`src/rtl/fifo_11b_src_arbiter.sv`:
```
`default_nettype none
// +----------------------------------------------------------------------------+
// | fifo_11b_src_arbiter                                                       |
// | Four-source round-robin writer plus show-ahead reader for an 11b x 256     |
// | FIFO. Optional per-source grant counters when FIFO_ARB_STATS_EN is defined.|
// | Revision: 1.0                                                              |
// +----------------------------------------------------------------------------+
module fifo_11b_src_arbiter #(
  parameter int QUOTA     = 128,
  parameter int AF_THRESH = 252
) (
  input  logic        clock,
  input  logic        sclr,
  input  logic [3:0]  in_valid,
  output logic [3:0]  in_ready,
  input  logic [35:0] in_data,
  output logic        out_valid,
  input  logic        out_ready,
  output logic [8:0]  out_data,
  output logic [1:0]  out_src,
  output logic [10:0] fifo_data,
  output logic        fifo_wrreq,
  output logic        fifo_rdreq,
  output logic        fifo_aclr,
  input  logic [10:0] fifo_q,
  input  logic [7:0]  fifo_usedw,
  input  logic        fifo_full,
`ifdef FIFO_ARB_STATS_EN
  output logic [63:0] grant_cnt,
`endif
  input  logic        fifo_empty
);

  localparam logic [8:0] c_quota     = 9'(QUOTA);
  localparam logic [7:0] c_af_thresh = 8'(AF_THRESH);

  logic       w_room;
  logic       w_pop;
  logic [3:0] w_elig;
  logic       w_found;
  logic [1:0] w_win;
  logic [8:0] w_payload [4];

  logic [1:0]  r_last;
  logic        r_wrreq;
  logic [10:0] r_data;
  logic        r_aclr;

  // The in-flight write is absorbed by the headroom below AF_THRESH.
  assign w_room = !fifo_full && (fifo_usedw < c_af_thresh);
  assign w_pop  = out_ready && !fifo_empty;

  assign out_valid  = !fifo_empty;
  assign out_data   = fifo_q[8:0];
  assign out_src    = fifo_q[10:9];
  assign fifo_rdreq = w_pop;

  assign fifo_data  = r_data;
  assign fifo_wrreq = r_wrreq;
  assign fifo_aclr  = r_aclr;

  generate
    for (genvar i = 0; i < 4; i++) begin : g_src
      logic [8:0] r_occ;
      logic       w_inc;
      logic       w_dec;

      assign w_payload[i] = in_data[9*i +: 9];
      assign w_elig[i]    = in_valid[i] && (r_occ < c_quota) && w_room && !sclr;
      assign w_inc        = w_found && (w_win == 2'(i));
      assign w_dec        = w_pop && (fifo_q[10:9] == 2'(i));

      always_ff @(posedge clock) begin
        if (sclr) begin
          r_occ <= '0;
        end else if (w_inc && !w_dec) begin
          r_occ <= r_occ + 9'd1;
        end else if (w_dec && !w_inc && (r_occ != 9'd0)) begin
          r_occ <= r_occ - 9'd1;
        end
      end
    end
  endgenerate

  // Search order last+1 .. last+4; the 2-bit sum wraps modulo 4.
  always_comb begin
    w_found = 1'b0;
    w_win   = 2'd0;
    for (int k = 1; k <= 4; k++) begin
      if (!w_found && w_elig[r_last + 2'(k)]) begin
        w_found = 1'b1;
        w_win   = r_last + 2'(k);
      end
    end
  end

  assign in_ready = w_found ? (4'b0001 << w_win) : 4'b0000;

  always_ff @(posedge clock) begin
    r_aclr <= sclr;
    if (sclr) begin
      r_last  <= 2'd3;
      r_wrreq <= 1'b0;
      r_data  <= '0;
    end else begin
      r_wrreq <= w_found;
      if (w_found) begin
        r_last <= w_win;
        r_data <= {w_win, w_payload[w_win]};
      end
    end
  end

`ifdef FIFO_ARB_STATS_EN
  generate
    for (genvar i = 0; i < 4; i++) begin : g_stats
      logic [15:0] r_cnt;

      assign grant_cnt[16*i +: 16] = r_cnt;

      always_ff @(posedge clock) begin
        if (sclr) begin
          r_cnt <= '0;
        end else if (w_found && (w_win == 2'(i)) && (r_cnt != 16'hFFFF)) begin
          r_cnt <= r_cnt + 16'd1;
        end
      end
    end
  endgenerate
`endif

endmodule
`default_nettype wire
```
`config.mk`:
```
export PLATFORM = sky130hd
export DESIGN_NAME = fifo_11b_src_arbiter
export DESIGN_NICKNAME = d
export VERILOG_FILES = /design/src/rtl/fifo_11b_src_arbiter.sv
export SDC_FILE = /design/constraint.sdc
export NUM_CORES = 1
export LEC_CHECK = 0
export ABC_CLOCK_PERIOD_IN_PS = 4370
export BUFFER_PORTS_ARGS = -buffer_cell sky130_fd_sc_hd__buf_2
export CORE_MARGIN = 2
export CORE_UTILIZATION = 54
export DETAILED_ROUTE_END_ITERATION = 7
export PLACE_DENSITY = 0.81
export SLEW_MARGIN = 20
export SYNTH_ARGS = -nofsm -noshare
export SYNTH_HDL_FRONTEND = slang
export SYNTH_SLANG_ARGS = --single-unit
```
`constraint.sdc`:
```
create_clock -name clock -period 4.37 [get_ports clock]
set_input_delay 0.6555 -clock clock [delete_from_list [all_inputs] [get_ports clock]]
set_output_delay 0.6555 -clock clock [all_outputs]
set_load 0.005 [all_outputs]
```
==> results.py, run 1 <==
metrics = {
    "synthesis": {
        "synthFlopType": "dfxtp_1",
        "synthCells": 443,
        "synth_compound_area_share_pct": 18.3,
        "netlist_top_cells_count": "68 x nor2_1, 51 x dfxtp_1, 35 x mux2i_1",
        "synth_xor_area_share_pct": 6.53,
        "synth_cell_type_count": 56,
        "synthAdderAreaFrac_pct": 11.5,
        "synth-simple-area-share_pct": 19.0,
        "yosys.area.top_type": "dfxtp_1",
        "yosysWarnings": 0,
        "synth_top_family_by_area": "simple AND/OR/NAND/NOR gates",
        "synth_nets": 539,
        "muxShareOfSynthArea_pct": 11.5,
        "synth.avg_cell_area_um2": 8.48,
        "synth_async_sr_flop_share_pct": 0,
        "syn_area_um2": 3760,
        "synth_edf_count": 0,
        "ys_seq_elements": 51,
        "netlist.area_leader.share_pct": 27.2,
        "synth_area_leaders": "dfxtp_1 27%, ha_1 9.3%, mux2i_1 9.3%",
        "synth_seq_area_share_pct": 27.2,
        "synth_most_common_cell": "nor2_1",
    },
    "global_route": {
        "grt_pass1_wl_mm": 13.2,
        "grt_util_all_layers_pct": 21.0,
        "grt_pass1_vias": 3191,
        "grt_overflow": 0,
        "grt_max_degree": 46,
        "antenna_found_initial": 0,
    },
    "setup_path": {
        "r2r-end": "g_src[0].r_occ[8]$_SDFFE_PP0P_",
        "cp_cell_sequence": "buf_2, or3b_2, o21ai_0, a221o_1, o211ai_1, or2_2, ha_1, nor2b_1, o21ai_0, a21oi_1, o41ai_1, mux2i_1, mux2_2",
        "path_class": "in2reg",
        "path_max_fanout": 9,
        "cp_slowest_cell": "or3b_2",
        "cp-end-kind": "flip-flop",
        "crit_start": "in_valid[2]",
        "worstPathArrival_ns": 3.99,
        "ff2ff_setup_slack_ns": 0.65,
        "required_ns": 4.57,
        "r2r_start": "g_src[2].r_occ[8]$_SDFFE_PP0P_",
        "endpoint": "g_src[0].r_occ[8]$_SDFFE_PP0P_",
        "path_common_cell": "o21ai_0",
        "ff2ff_path_depth": 12,
        "start_kind": "input port",
        "cp_slowest_stage_delay_ns": 0.49,
    },
    "run_status": {
        "status": "complete, no violations",
    },
    "cts": {
        "root_buffer": "clkbuf_8",
        "cts_resized": 0,
        "clk-insertion-delay-late_ns": 0.30,
        "cts_hold_buffers": 0,
        "cts_made_buffers": 5,
        "clkTransAtPathRegs_ns": 0.09,
        "htreeDepth": 2,
        "cts.sinks": 51,
        "cts.path.max_buffers": 2,
        "cts_setup_buffers": 0,
        "cts_tree": "yes",
    },
    "place": {
        "post_dp_cell_area_um2": 4100,
        "portBuffers": 73,
        "gp_congestion": 0.931,
        "dpl.hpwl_mm": 6.10,
    },
    "final_layout": {
        "n_fill_cell": 590,
        "utilization_pct": 62.8,
        "drive_gt1_share_pct": 20.5,
        "multi_input_area_um2": 2510,
        "regArea_um2": 1020,
        "antenna_cells": 0,
        "syn2layout_area_growth_pct": 12.9,
        "nets": 598,
        "stdcell_area_um2": 4240,
    },
    "drt": {
        "vias": 3276,
        "dr.pass1.iters": 7,
        "routed_wl_mm": 7.86,
        "wl_per_cell_um": 13.5,
        "drc": 0,
        "drt_iter0_drc": 93,
        "routed_via_density": 5.62,
        "ant_nets": 0,
    },
    "floorplanning": {
        "dieArea_um2": 7640,
        "die_x_um": 87.4,
        "fp.dieH_um": 87.4,
        "start_util_pct": 55.6,
        "rows": 30,
        "num_io_pins": 94,
        "core_um2": 6760,
    },
    "sta": {
        "worstMarginPinSlew_ns": 0.671,
        "fin_crit_sh_pct": 86.8,
        "finalSetupViolations": 0,
        "fin_setup_tns_ns": 0,
        "rsz0062_at_grt": "no",
        "slew_viol_final": 0,
        "post-route-min-period_ns": 3.80,
        "hold_viol_final": 0,
        "slew_headroom_pct": 55.1,
        "clock.fmax_ghz": 0.263,
        "finClkSkew_ns": 0.00471,
    },
    "flow_run": {
        "maxCapViolations": 0,
    },
    "power": {
        "powerDensity_nw_per_um2": 459,
        "leakage_nw": 2.00,
        "max-vdd-ir-drop_uv": 214,
    },
    "worst_hold_path": {
        "hold_class": "reg2reg",
    },
}
## critical path, delay by kind of cell
family | cells | cell delay (ns)
adder cells (fa/ha/maj) | 1 | 0.36
buffers and inverters | 1 | 0.10
multiplexers | 2 | 0.60
AND/OR/NAND/NOR | 3 | 1.03
AO/OA/AOI/OAI | 6 | 1.24
## cell families (layout without fill, tap and decap cells)
kind of cell / Yosys count / count (layout)
DFF: 51 / 51
xor gates and xnor gates: 28 / 28
AOI/OAI and AO/OA: 99 / 99
and+or+nand+nor: 146 / 146
buffers and inverters: 46 / 106
muxes: 41 / 41
adders and majority gates: 32 / 32
## report_power, final
group	internal [mW]	switching, mW
sequential	0.547	0.0678
clock	0.228	0.159
combinational	0.471	0.473
## worst min path at each step
stage	startpoint	to	depth (start not counted)
after floorplan	fifo_data[9]$_SDFFE_PP0P_	fifo_data[9]$_SDFFE_PP0P_	2
after global placement	fifo_data[9]$_SDFFE_PP0P_	fifo_data[9]$_SDFFE_PP0P_	2
after detailed placement	fifo_data[9]$_SDFFE_PP0P_	fifo_data[9]$_SDFFE_PP0P_	2
after CTS	fifo_data[9]$_SDFFE_PP0P_	fifo_data[9]$_SDFFE_PP0P_	2
after global routing	fifo_data[9]$_SDFFE_PP0P_	fifo_data[9]$_SDFFE_PP0P_	2
final	fifo_data[9]$_SDFFE_PP0P_	fifo_data[9]$_SDFFE_PP0P_	2
## stage by stage
| stage | instances | worst slack [ns] | total power [mW] | hold slack (ns) |
|---|---|---|---|---|
| after CTS | 583 | 0.623 | 1.96 | 0.461 |
| after detailed placement | 575 | 0.295 | 1.56 | 0.447 |
| after global placement | 575 | 0.369 | 1.53 | 0.443 |
| after floorplan | 443 | 0.652 | 1.38 | 0.453 |
| final | 583 | 0.575 | 1.95 | 0.459 |
| after global routing | 583 | 0.332 | 2.10 | 0.499 |
## sequential cells by signal (all words and copies together) (netlist names)
name / flops
fifo_aclr: 1
fifo_data: 11
fifo_wrreq: 1
g_src.r_occ: 36
r_last: 2
## area by class of cell
class / count / share of cell area, %
clock buffers: 5 / 1.62
clock inverters: 3 / 1.59
inverters: 21 / 1.86
multi-input cells: 346 / 59.2
flip-flops and latches: 51 / 24.1
well taps: 80 / 2.36
repair buffers: 77 / 9.32
## metal layers
metal / global-route usage [%] / up-vias / routed length, µm / part of all wire, %
met1: 24.8 / 1528 / 3450 / 44
met3: 5.21 / 12 / 318 / 4.0
met5: 0 / - / 0 / 0
met4: 6.15 / 0 / 106 / 1.3
met2: 37.3 / 62 / 3990 / 51
li1: - / 1674 / - / -
## cells in the final DEF, fill, tap and decap left out, types with 5 or more instances in the layout
cell	n
clkbuf_8	5
a211oi_1	9
a21oi_1	23
mux2i_1	35
dfxtp_1	51
buf_2	73
inv_1	21
nand2_1	23
o21ai_0	14
o21bai_1	14
a21o_1	5
nor2_1	68
nor3_1	11
xnor2_1	25
ha_1	28
o211ai_1	12
nor2b_1	14
o41ai_1	7
(Power assumes the default switching activity.)
==> run 2, diff against run 1 <==
--- a/config.mk
+++ b/config.mk
@@ -7,10 +7,12 @@
 export LEC_CHECK = 0
 export ABC_CLOCK_PERIOD_IN_PS = 4370
 export BUFFER_PORTS_ARGS = -buffer_cell sky130_fd_sc_hd__buf_2
+export CELL_PAD_IN_SITES_DETAIL_PLACEMENT = 1
+export CELL_PAD_IN_SITES_GLOBAL_PLACEMENT = 2
 export CORE_MARGIN = 2
-export CORE_UTILIZATION = 54
+export CORE_UTILIZATION = 31
 export DETAILED_ROUTE_END_ITERATION = 7
-export PLACE_DENSITY = 0.81
+export PLACE_DENSITY_LB_ADDON = 0.1
 export SLEW_MARGIN = 20
 export SYNTH_ARGS = -nofsm -noshare
 export SYNTH_HDL_FRONTEND = slang
==> run 2 against run 1 <==
Critical path depth is the same; sequential power is essentially flat; worst setup slack lost 0.065 ns; sequential cell count is the same; highest routed layer unchanged; non-clock buffer count is the same; utilization shrank 26 points; critical endpoint unchanged.
==> results.py, run 2 (synthesis gave the netlist of run 1 again) <==
metrics = {
    "setup_path": {
        "path_max_fanout": 9,
        "cp_cell_sequence": "buf_2, nand4_1, o21ai_0, a221o_1, o211ai_1, or2_2, ha_1, nor2b_1, o21ai_0, a21oi_1, o41ai_1, mux2i_1, mux2_2",
        "r2r-end": "g_src[1].r_occ[8]$_SDFFE_PP0P_",
        "cp_slowest_cell": "o21ai_0",
        "ff2ff_setup_slack_ns": 0.62,
        "worstPathArrival_ns": 4.05,
        "cp-end-kind": "flip-flop",
        "ff2ff_path_depth": 13,
        "start_kind": "input port",
        "required_ns": 4.56,
        "cp_slowest_stage_delay_ns": 0.61,
        "r2r_start": "g_src[3].r_occ[7]$_SDFFE_PP0P_",
        "path_class": "in2reg",
        "path_common_cell": "o21ai_0",
    },
    "final_layout": {
        "largest_reg_flops": 36,
        "stdcell_area_um2": 4350,
        "n_fill_cell": 1472,
        "nets": 598,
        "final_cell_mix": "73 x buf_2, 68 x nor2_1, 51 x dfxtp_1",
        "drive_gt1_share_pct": 20.5,
        "regArea_um2": 1020,
        "syn2layout_area_growth_pct": 15.8,
        "utilization_pct": 36.5,
        "layout.cells.most_common": "buf_2",
        "multi_input_area_um2": 2510,
        "stdcell_count": 650,
        "regMostFlops": "g_src.r_occ",
        "antenna_cells": 0,
    },
    "cts": {
        "cts_setup_buffers": 0,
        "cts.sinks": 51,
        "cts_resized": 0,
        "cts_tree": "yes",
        "root_buffer": "clkbuf_16",
        "clkTransAtPathRegs_ns": 0.07,
        "htreeDepth": 2,
        "clk-insertion-delay-late_ns": 0.30,
        "cts.path.max_buffers": 2,
        "cts_hold_buffers": 0,
        "cts_made_buffers": 5,
    },
    "global_route": {
        "grt_overflow": 0,
        "grt_util_all_layers_pct": 15.1,
        "grt_max_degree": 46,
        "grt_pass1_vias": 3284,
        "grt_pass1_wl_mm": 15.9,
        "antenna_found_initial": 0,
    },
    "sta": {
        "post-route-min-period_ns": 3.86,
        "hold_viol_final": 0,
        "fin_crit_sh_pct": 88.3,
        "slew_viol_final": 0,
        "clock.fmax_ghz": 0.259,
        "fin_setup_tns_ns": 0,
        "rsz0062_at_grt": "no",
        "finClkSkew_ns": 0.00620,
        "finalSetupViolations": 0,
        "worstMarginPinSlew_ns": 0.795,
        "slew_headroom_pct": 46.8,
        "holdWs_ns": 0.459,
        "fin_ws_ns": 0.510,
    },
    "drt": {
        "dr.pass1.iters": 4,
        "wl_per_cell_um": 14.7,
        "vias": 3269,
        "routed_via_density": 5.03,
        "ant_nets": 0,
        "drt_iter0_drc": 74,
        "routed_wl_mm": 9.55,
        "drc": 0,
    },
    "place": {
        "dpl.hpwl_mm": 7.31,
        "post_dp_cell_area_um2": 4190,
        "place_ws_ns": 0.162,
        "portBuffers": 73,
        "place_inst": 642,
        "gp_congestion": 0.751,
    },
    "floorplanning": {
        "dieArea_um2": 13000,
        "num_io_pins": 94,
        "rows": 40,
        "fp.dieH_um": 114,
        "start_util_pct": 31.5,
        "die_x_um": 114,
        "core_um2": 11900,
    },
    "run_status": {
        "status": "complete, no violations",
    },
    "power": {
        "power_frac_seq_pct": 30.9,
        "power_switching_uw": 736,
        "max-vdd-ir-drop_uv": 157,
        "comb_power_share_pct": 47.8,
        "clkPwrFrac_pct": 21.2,
        "powerDensity_nw_per_um2": 460,
        "leakage_nw": 2.02,
        "power_mw": 2.00,
        "internal-power_mw": 1.26,
        "switching_share_pct": 36.8,
    },
    "worst_hold_path": {
        "min_to": "fifo_data[9]$_SDFFE_PP0P_",
        "min-delay-start": "fifo_data[9]$_SDFFE_PP0P_",
        "min_path_cells": 2,
        "hold_class": "reg2reg",
    },
    "flow_run": {
        "maxCapViolations": 0,
    },
}
[run 2: cell types whose count changed in the layout (fill, tap and decap cells not counted), sizes merged]
cell / before / now
clkinvlp: 1 / 0
bufinv: 2 / 0
clkbuf: 5 / 8
[run 2: how the worst max path moves through the flow]
stage | startpoint | end | cells after the start
floorplan | in_valid[2] | g_src[0].r_occ[8]$_SDFFE_PP0P_ | 12
global placement | fifo_usedw[5] | g_src[0].r_occ[8]$_SDFFE_PP0P_ | 13
detailed placement | fifo_usedw[5] | g_src[0].r_occ[8]$_SDFFE_PP0P_ | 13
CTS | fifo_usedw[5] | g_src[0].r_occ[8]$_SDFFE_PP0P_ | 13
global route | fifo_usedw[5] | g_src[0].r_occ[8]$_SDFFE_PP0P_ | 13
finish | fifo_usedw[5] | g_src[0].r_occ[8]$_SDFFE_PP0P_ | 13
[run 2: area by class of cell]
cell class	instances	area share (%)
tap	147	4.23
clock buffer	8	3.60
inverter	21	1.81
multi-input combinational	346	57.8
sequential	51	23.5
timing repair buffer	77	9.09
[run 2: power by group through the flow]
stage               registers [mW]  logic, mW  clock network, mW
floorplan                    0.612      0.772                  0
global placement             0.628      0.948                  0
detailed placement           0.630      0.967                  0
CTS                          0.620      0.974              0.447
global route                 0.633       1.09              0.466
finish                       0.618      0.956              0.424
[run 2: critical path, delay by kind of cell]
kind | cells | cell delay, ns
compound gates | 6 | 1.70
fa+ha+maj | 1 | 0.36
buf+inv | 1 | 0.08
mux | 2 | 0.60
simple gates | 3 | 0.65
[run 2: metal layers]
| layer | wire length (µm) | global-route usage [%] |
|---|---|---|
| met5 | 0 | 0 |
| met4 | 71 | 2.68 |
| met1 | 4570 | 19.7 |
| met3 | 500 | 4.50 |
| met2 | 4410 | 25.2 |
==> run 3, diff against run 2 <==
--- a/config.mk
+++ b/config.mk
@@ -6,12 +6,12 @@
 export NUM_CORES = 1
 export LEC_CHECK = 0
 export ABC_CLOCK_PERIOD_IN_PS = 4370
-export BUFFER_PORTS_ARGS = -buffer_cell sky130_fd_sc_hd__buf_2
 export CELL_PAD_IN_SITES_DETAIL_PLACEMENT = 1
 export CELL_PAD_IN_SITES_GLOBAL_PLACEMENT = 2
 export CORE_MARGIN = 2
-export CORE_UTILIZATION = 31
+export CORE_UTILIZATION = 37
 export DETAILED_ROUTE_END_ITERATION = 7
+export DONT_BUFFER_PORTS = 1
 export PLACE_DENSITY_LB_ADDON = 0.1
 export SLEW_MARGIN = 20
 export SYNTH_ARGS = -nofsm -noshare
==> run 3 against run 2 <==
Combinational power is 7.0% lower; critical path depth shrank 1; final cell count is 13% lower; count of clock-buffer cells in the layout shrank 3; worst setup slack improved by 0.11 ns; first-iteration DRC count shrank 15%; fmax increased by 2.9%; hold slack worse by 0.097 ns; non-clock buffer count fell by 73; power is 9.8% lower; clock skew rose by 0.0051 ns; critical endpoint unchanged; largest cell class unchanged; highest routed layer unchanged.
==> results.py, run 3 (synthesis gave the netlist of run 1 again) <==
metrics = {
    "sta": {
        "fin_setup_tns_ns": 0,
        "finalSetupViolations": 0,
        "slew_headroom_pct": 51.0,
        "clock.fmax_ghz": 0.267,
        "hold_viol_final": 0,
        "slew_viol_final": 0,
        "finClkSkew_ns": 0.0113,
        "post-route-min-period_ns": 3.75,
        "rsz0062_at_grt": "no",
        "fin_crit_sh_pct": 85.8,
        "worstMarginPinSlew_ns": 0.732,
    },
    "drt": {
        "drc": 0,
        "wl_met2_mm": 4.39,
        "routed_wl_mm": 8.89,
        "routed_via_density": 5.33,
        "routed.top_layer": "met4",
        "vias": 3002,
        "wl_met1_mm": 4.16,
        "dr.pass1.iters": 4,
        "ant_nets": 0,
        "wl_per_cell_um": 15.8,
        "drt_iter0_drc": 63,
        "wl_met3_um": 284,
    },
    "cts": {
        "htreeDepth": 2,
        "cts.path.max_buffers": 2,
        "clkTransAtPathRegs_ns": 0.11,
        "cts_hold_buffers": 0,
        "clk-insertion-delay-late_ns": 0.31,
        "cts_made_buffers": 5,
        "cts_tree": "yes",
        "cts_setup_buffers": 0,
        "cts.sinks": 51,
        "cts_resized": 0,
        "root_buffer": "clkbuf_8",
    },
    "global_route": {
        "grt_max_degree": 47,
        "grt_pass1_wl_mm": 15.3,
        "grt_util_all_layers_pct": 16.7,
        "grt_overflow": 0,
        "antenna_found_initial": 0,
        "grt_pass1_vias": 3154,
    },
    "worst_hold_path": {
        "min-delay-start": "sclr",
        "hold_class": "in2reg",
        "min_path_cells": 0,
        "min_to": "fifo_aclr$_DFF_P_",
    },
    "setup_path": {
        "worstPathArrival_ns": 3.96,
        "ff2ff_path_depth": 12,
        "path_max_fanout": 9,
        "path_class": "reg2reg",
        "ff2ff_setup_slack_ns": 0.62,
        "r2r_start": "g_src[2].r_occ[8]$_SDFFE_PP0P_",
        "r2r-end": "g_src[0].r_occ[8]$_SDFFE_PP0P_",
        "required_ns": 4.58,
        "start_kind": "flip-flop",
        "cp-end-kind": "flip-flop",
    },
    "final_layout": {
        "final_cell_mix": "68 x nor2_1, 51 x dfxtp_1, 35 x mux2i_1",
        "stdcell_area_um2": 3900,
        "layout.cells.most_common": "nor2_1",
        "stdcell_count": 563,
        "syn2layout_area_growth_pct": 3.80,
        "utilization_pct": 39.7,
        "drive_gt1_share_pct": 7.21,
        "antenna_cells": 0,
        "largest_reg_flops": 36,
        "regMostFlops": "g_src.r_occ",
        "nets": 525,
    },
    "floorplanning": {
        "dieArea_um2": 11000,
        "core_um2": 9820,
        "die_x_um": 105,
        "rows": 36,
        "start_util_pct": 38.3,
        "num_io_pins": 94,
        "fp.dieH_um": 105,
    },
    "place": {
        "gp_congestion": 0.794,
        "post_dp_cell_area_um2": 3810,
        "portBuffers": 0,
        "dpl.hpwl_mm": 6.82,
        "place_inst": 555,
    },
    "power": {
        "leakage_nw": 1.67,
        "max-vdd-ir-drop_uv": 141,
        "powerDensity_nw_per_um2": 462,
        "power_mw": 1.80,
    },
    "run_status": {
        "status": "complete, no violations",
    },
    "flow_run": {
        "maxCapViolations": 0,
    },
}
run 3: changes by cell type in the layout (fill, tap and decap cells not counted), sizes merged:
cell      previous run  this run
buf                 77         4
clkbuf               8         5
clkinvlp             0         2
clkinv               0         1
run 3: layout make-up:
| cell class | count | area (µm²) |
|---|---|---|
| fill | 1240 | 5920 |
| timing repair buffer | 4 | 30.0 |
| tap | 133 | 166 |
| multi-input combinational | 346 | 2510 |
| inverter | 21 | 78.8 |
| sequential | 51 | 1020 |
| clock buffer | 5 | 68.8 |
| clock inverter | 3 | 20.0 |
run 3: per-stage QoR:
| step | hold WS (ns) | setup WS [ns] |
|---|---|---|
| floorplan | 0.453 | 0.652 |
| global placement | 0.476 | 0.330 |
| detailed placement | 0.484 | 0.270 |
| CTS | 0.356 | 0.551 |
| global route | 0.344 | 0.255 |
| finish | 0.362 | 0.620 |
run 3: layer usage:
metal,global-route usage (%),up-vias
met1,21.0,1422
met2,29.7,42
met4,3.52,0
li1,-,1529
met5,0,-
met3,2.81,9
run 3: where the power goes:
| group | switching [mW] | internal (mW) | total, mW |
|---|---|---|---|
| logic | 0.453 | 0.436 | 0.889 |
| registers | 0.0791 | 0.547 | 0.626 |
| clock network | 0.175 | 0.112 | 0.287 |
run 3: worst max path at each step:
| stage | from | to | slack (ns) |
|---|---|---|---|
| finish | g_src[2].r_occ[8]$_SDFFE_PP0P_ | g_src[0].r_occ[8]$_SDFFE_PP0P_ | 0.62 |
| global route | g_src[3].r_occ[8]$_SDFFE_PP0P_ | g_src[1].r_occ[8]$_SDFFE_PP0P_ | 0.25 |
| CTS | g_src[2].r_occ[8]$_SDFFE_PP0P_ | g_src[0].r_occ[8]$_SDFFE_PP0P_ | 0.55 |
| detailed placement | in_valid[2] | g_src[0].r_occ[8]$_SDFFE_PP0P_ | 0.27 |
| global placement | in_valid[2] | g_src[0].r_occ[8]$_SDFFE_PP0P_ | 0.33 |
| floorplan | in_valid[2] | g_src[0].r_occ[8]$_SDFFE_PP0P_ | 0.65 |
run 3: worst max-delay path, stage by stage, from the launching register on:
cell and delay (ns):
dfxtp_1 0.35, or3b_2 0.52, o21ai_0 0.18, a221o_1 0.26
o211ai_1 0.16, or2_2 0.42, ha_1 0.36, nor2b_1 0.15
o21ai_0 0.21, a21oi_1 0.13, o41ai_1 0.34, mux2i_1 0.25
mux2_2 0.34
